**src/rtl/seq_detect_step_ctrl.sv**
```systemverilog
// rtl/seq_detect_step_ctrl.sv - stepped "00->10->11" sequence detector with synchronized,
// debounced switch/button inputs, manual or auto stepping and a saturating detection counter.
module seq_detect_step_ctrl #(
  parameter int DEBOUNCE_CYCLES = 1000000,
  parameter int AUTO_DIV        = 100000000,
  parameter int CNT_W           = 8
) (
  input  logic             clk,
  input  logic             rst_n,
  input  logic             sw_x2,
  input  logic             sw_x1,
  input  logic             btn_step,
  input  logic             sw_auto,
  output logic [1:0]       led_state,
  output logic             led_z,
  output logic             led_step,
  output logic [CNT_W-1:0] det_count
);

  localparam int DW = $clog2(DEBOUNCE_CYCLES);
  localparam int TW = $clog2(AUTO_DIV);

  logic [3:0]       raw;
  logic [3:0]       sync1_q, sync2_q;
  logic [2:0]       db_q, db_d;
  logic [DW-1:0]    db_cnt_q [3];
  logic [DW-1:0]    db_cnt_d [3];
  logic             btn_prev_q;
  logic [TW-1:0]    tick_q, tick_d;
  logic [1:0]       state_q, state_d;
  logic [1:0]       nstate;
  logic             step_q;
  logic [CNT_W-1:0] det_q, det_d;
  logic             auto_mode, manual_step, auto_tick, step;
  logic             x1, x2, y1, y2;

  // Bit order: 0=x1, 1=x2, 2=button (debounced), 3=auto mode (synchronized only).
  assign raw       = {sw_auto, btn_step, sw_x2, sw_x1};
  assign auto_mode = sync2_q[3];
  assign x1        = db_q[0];
  assign x2        = db_q[1];
  assign y1        = state_q[0];
  assign y2        = state_q[1];

  always_comb begin
    for (int i = 0; i < 3; i++) begin
      db_d[i]     = db_q[i];
      db_cnt_d[i] = '0;
      if (sync2_q[i] != db_q[i]) begin
        if (db_cnt_q[i] == DW'(DEBOUNCE_CYCLES - 1)) begin
          db_d[i] = sync2_q[i];
        end else begin
          db_cnt_d[i] = db_cnt_q[i] + DW'(1);
        end
      end
    end
  end

  // Manual edges are ignored in auto mode, so at most one step source is live per cycle.
  always_comb begin
    tick_d    = '0;
    auto_tick = 1'b0;
    if (auto_mode) begin
      if (tick_q == TW'(AUTO_DIV - 1)) begin
        auto_tick = 1'b1;
      end else begin
        tick_d = tick_q + TW'(1);
      end
    end
  end

  assign manual_step = db_q[2] & ~btn_prev_q & ~auto_mode;
  assign step        = manual_step | auto_tick;

  assign nstate[0] = x1 | (x2 & y1);
  assign nstate[1] = (x2 & ~x1 & ~y1) | (x1 & x2 & y2);

  always_comb begin
    state_d = state_q;
    det_d   = det_q;
    if (step) begin
      state_d = nstate;
      if ((nstate == 2'b11) && (state_q != 2'b11) && (det_q != {CNT_W{1'b1}})) begin
        det_d = det_q + CNT_W'(1);
      end
    end
  end

  always_ff @(posedge clk or negedge rst_n) begin
    if (!rst_n) begin
      sync1_q    <= '0;
      sync2_q    <= '0;
      db_q       <= '0;
      for (int i = 0; i < 3; i++) db_cnt_q[i] <= '0;
      btn_prev_q <= 1'b0;
      tick_q     <= '0;
      state_q    <= 2'b00;
      step_q     <= 1'b0;
      det_q      <= '0;
    end else begin
      sync1_q    <= raw;
      sync2_q    <= sync1_q;
      db_q       <= db_d;
      for (int i = 0; i < 3; i++) db_cnt_q[i] <= db_cnt_d[i];
      btn_prev_q <= db_q[2];
      tick_q     <= tick_d;
      state_q    <= state_d;
      step_q     <= step;
      det_q      <= det_d;
    end
  end

  assign led_state = state_q;
  assign led_z     = y2 & y1;
  assign led_step  = step_q;
  assign det_count = det_q;

endmodule
```
**config.mk**
```make
export PLATFORM = sky130hd
export DESIGN_NAME = seq_detect_step_ctrl
export DESIGN_NICKNAME = d
export VERILOG_FILES = /design/src/rtl/seq_detect_step_ctrl.sv
export SDC_FILE = /design/constraint.sdc
export NUM_CORES = 1
export LEC_CHECK = 0
export ABC_AREA = 0
export CAP_MARGIN = 20
export CELL_PAD_IN_SITES_DETAIL_PLACEMENT = 2
export CELL_PAD_IN_SITES_GLOBAL_PLACEMENT = 2
export CORE_MARGIN = 5
export CORE_UTILIZATION = 40
export CTS_CLUSTER_DIAMETER = 120
export DETAILED_ROUTE_END_ITERATION = 8
export GPL_ROUTABILITY_DRIVEN = 0
export HOLD_SLACK_MARGIN = 0.06
export PLACE_DENSITY_LB_ADDON = 0.1
export SLEW_MARGIN = 20
export SYNTH_ARGS = -nofsm -noshare
export SYNTH_HDL_FRONTEND = slang
export SYNTH_SLANG_ARGS = --single-unit
```
**constraint.sdc**
```tcl
create_clock -name clk -period 3.1 [get_ports clk]
set_input_delay 0.465 -clock clk [delete_from_list [all_inputs] [get_ports clk]]
set_output_delay 0.465 -clock clk [all_outputs]
set_load 0.005 [all_outputs]
```
# [Yosys cells after proc, flatten, opt, wreduce, memory -nomap -nowiden]
# Index checks and enable logic that the tools add are counted.
[word_totals] reg_bits=110 word_cells=59
[op_classes] reduce_logical=6 add_sub_neg=5 n_eq_ne=10 mux=10 bitwise=15
[op_table] op="$mux W20" n=6
[op_table] op="$add A20 B1 Y20 const B" n=3
[op_table] op="$eq A20 B20 Y1 const B" n=3
[op_table] op="$mux W27" n=2
[op_table] op="$add A27 B1 Y27 const B" n=1
[op_table] op="$eq A27 B27 Y1 const B" n=1
[op_table] op="$add A8 B1 Y8 const B" n=1
[op_table] op="$and A1 B1 Y1" n=8
[op_table] op="$ne A8 B8 Y1 const B" n=1
[op_table] op="$reduce_and A2 Y1" n=4
[op_table] op="$not A1 Y1" n=4
[op_table] op="$ne A1 B1 Y1" n=3
[op_table] op="$or A1 B1 Y1" n=3
[op_table] op="$eq A2 B2 Y1 const B" n=1
[op_table] op="$logic_and A1 B1 Y1" n=2
[op_table] op="$mux W1" n=2
[op_table] op="$ne A2 B2 Y1 const B" n=1

# [Depth between registers and ports, before layout]
[logic_depth] word_depth=8 depth_mapped=8 mapped_depth_nobuf=7

# [Worst setup path before layout]
# OpenSTA, ideal clock, no wires.
[synth_timing] path_type="register to register" from="reg tick_q[19]" to="reg det_q[1], in the netlist det_count[1]" slack_ps=891 required_time_ps=2975 path_stages_with_launch=7 n_path_buf=0 arrival_time_ps=2084 path_cell_list="dfrtp_1 > or4b_1 > or4_1 > o21a_4 > inv_4 > nand3_2 > mux2_4"
[synth_via] elab_chain_cells=5
[synth_lines] element="start, declared" line_no="29" text="logic [TW-1:0] tick_q, tick_d;"
[synth_lines] element="start signal, assigned" line_no="106" text="tick_q <= tick_d;"
[synth_lines] element="$eq A27 B27 Y1" line_no="64" text="if (tick_q == TW'(AUTO_DIV - 1)) begin"
[synth_lines] element="$mux W1" line_no="64"
[synth_lines] element="$mux W1" line_no="63" text="if (auto_mode) begin"
[synth_lines] element="$or A1 B1 Y1" line_no="73" text="assign step = manual_step | auto_tick;"
[synth_lines] element="net step" line_no="34" text="logic auto_mode, manual_step, auto_tick, step;"
[synth_lines] element="$reduce_and A2 Y1 (no line)"
[synth_lines] element="end signal, assigned" line_no="109" text="det_q <= det_d;"
[synth_lines] element="end, declared" line_no="33" text="logic [CNT_W-1:0] det_q, det_d;"
# The timed path passes the listed nets, and every way through them passes these cells.
# A chain may end at the register's enable or synchronous reset.

# [Worst setup path in the final report]
# Same ends and word-level chain as after synthesis.

==> summary.txt <==
die height: 123 microns
cell row count: 41
TritonCTS Buffers: 9
GRT busiest layer: met2
unrepaired setup endpoints after global routing: false
IO buf count: 17
# H-tree levels: 3
post-CTS setup buffer count: 0
count of final hold-check violations: 0
TritonRoute pass-1 iters: 4
Post-synth EDFFs: 0
clock-pin slew on the worst setup and hold paths: 70 ps
Synth Flop Type: dfrtp_1
skew final: 8.87 ps
Area growth syn-to-layout: 12.6%
detailed-route DRC error count: 0
Starting Density: 40.6%
# placed instances: 681
pre-CTS WS: 755 ps
Final ANT Viol Nets: 0
Post-Route Setup TNS: 0 ps
status: finished clean
largest net degree at the start of global routing: 66
post-synth top area cell: dfrtp_1
PD cells: 456 nW/um^2
routed wire length: 11900 microns
core area: 12600 sq um
grt met3 use: 4.62%
Tot Pwr: 0.00262 W
syn nets: 509
fin. max-slew vios: 0
Min-Delay Path Class: in -> async
WL per Instance: 17.1 microns
layout cells sized above 1: 5.93%
Syn. warnings: 0
Synth Cell Area: 5100 sq um
Least-Margin Pin Slew: 918 ps
Crit path required time: 3340 ps
Final #Nets: 531
final cell count without fillers: 695
max-cap violation count: 0
vias in the first global route: 4124
share of the synthesized area in the top cell type: 53.9%
global-route met1 utilization: 21.2%
chip width: 123 microns
Ports: 18
Synth Register Bits: 110
# clock sinks: 110
Critical Path End Type: flop
initial antenna violation count: 0
Design Area, Final: 5750 sq um
Rel. slew slack: 38.2%
Finish-stage setup viols: 0
CTS Hold Bufs: 0
DRT iter0 DRCs: 67
top area cells in the synthesized netlist: dfrtp_1 54%, xnor2_1 8.1%, nor2_1 7.5%
worst vdd ir: 0.345 mV
Yosys cell types: 40
grt ovf: 0
CP Data Arrival Time: 2600 ps
clk buf depth: 2
Seq/Total Area, Yosys: 53.9%
post-CTS sizing: 0
clock latency on the worst-skew pair: 350 ps
Leak Pwr: 2.41 nW
placed cell area: 5490 sq um
die area: 15100 sq um
Synth Instances: 498
Period Utilization, post-route: 76.2%
GRT Util Overall: 17.4%
final setup margin: 738 ps
Syn Area/Cell: 10.3 sq um
Diodes inserted: 0
clock root buffer: clkbuf_16
Setup CP Type: reg -> reg
type of origin of the critical path: flop
CP Max Fanout: 7
fraction of registers with async set/reset: 100%
total number of vias: 3594
TritonCTS clock tree: built
met2 Resource Use GR: 30.7%
minimum clock period: 2360 ps
first-pass GRT wire length: 20600 microns
Vias per Instance: 5.17
Fmax achieved: 423 MHz
DPL Wire Length: 8480 microns
==> metrics by stage <==
stage / util [%] / hold WS (ps)
final: 45.8 / 121
after global routing: 45.8 / 175
after CTS: 45.8 / 142
after detailed placement: 43.6 / 339
after global placement: 43.6 / 336
after floorplan: - / 169
==> layer usage <==
| layer | wire length (microns) | vias up | share of wire [%] |
|---|---|---|---|
| met5 | 0 | - | 0 |
| met4 | 136 | 0 | 1.1 |
| met1 | 5220 | 1842 | 44 |
| li1 | - | 1717 | - |
| met2 | 6220 | 26 | 52 |
| met3 | 315 | 9 | 2.7 |
==> cells by family (layout without fill, tap and decap cells) <==
logic type / after synthesis / count (layout) / share of synthesized area, %
AND/OR/NAND/NOR: 260 / 260 / 25.8
buffers and inverters: 24 / 49 / 1.96
multiplexers: 4 / 4 / 0.956
flip-flops: 110 / 110 / 53.9
adder cells (fa/ha/maj): 5 / 5 / 1.23
AO/OA/AOI/OAI: 7 / 7 / 1.08
XOR/XNOR: 88 / 88 / 15.1
==> path summary, 6_finish.rpt <==
check | from | end | slack [ps] | cells past startpoint
worst min-delay path | rst_n | db_cnt_q[48]$_DFF_PN0_ | 120 | 1
worst max-delay path | tick_q[19]$_DFF_PN0_ | det_count[1]$_DFFE_PN0P_ | 740 | 6
worst min register to register | sync1_q[3]$_DFF_PN0_ | sync2_q[3]$_DFF_PN0_ | 360 | 0
max in group asynchronous | rst_n | db_cnt_q[13]$_DFF_PN0_ | 2210 | 2
min in group clk | sync1_q[3]$_DFF_PN0_ | sync2_q[3]$_DFF_PN0_ | 360 | 0
worst max register to register | tick_q[19]$_DFF_PN0_ | det_count[1]$_DFFE_PN0P_ | 740 | 6
==> state kept, by name, summed over array words and instances (netlist names) <==
name	flops
det_count	8
tick_q	27
sync2_q	4
led_step	1
db_cnt_q	60
led_state	2
sync1_q	4
btn_prev_q	1
db_q	3
==> synth_stat cells, drive strengths merged (3+ instances only) <==
library cell and count:
dfrtp 110, nor2 102, xnor2 47, xor2 41, nand3 37, nand2 30, nand4 21, inv 14
nor4 13, and3 12, and4 11, nor3 10, clkbuf 9, ha 5, mux2 4, nand2b 4
nor3b 3, or2 3
==> worst max-delay path: stages, from the launching register on <==
cell and delay [ps]:
dfrtp_1 410, or4b_1 550, or4_1 510, o21a_4 260, inv_4 90, nand3_2 100
mux2_4 320
==> final cells by class <==
| cell class | instances | area, sq um |
|---|---|---|
| fill | 1312 | 6820 |
| sequential | 110 | 2750 |
| multi-input combinational | 364 | 2250 |
| clock buffer | 11 | 243 |
| tap | 172 | 215 |
| timing repair buffer | 21 | 210 |
| inverter | 14 | 55.1 |
| clock inverter | 3 | 22.5 |
==> cells in the final DEF, fill, tap and decap left out, drive strengths merged, types with 2 or more instances in the layout <==
cell type / count
and4: 11
nand2: 30
or3: 2
ha: 5
nor4bb: 2
clkdlybuf4s50: 16
or4b: 2
dfrtp: 110
nand3: 37
buf: 5
mux2: 4
nand4: 21
inv: 14
nor3b: 3
nand2b: 4
nor2: 102
nor4b: 2
nor2b: 2
xnor2: 47
o21ai: 2
clkinvlp: 3
or2: 3
nor3: 10
xor2: 41
and3: 12
nand3b: 2
nor4: 13
clkbuf: 11
==> power by group <==
group          internal, W  switching, W   total, W
combinational    0.0000232     0.0000593  0.0000825
sequential         0.00145     0.0000174    0.00147
clock             0.000559      0.000513    0.00107
total              0.00203      0.000590    0.00262
No activity file was read; power rests on OpenSTA's default activity.
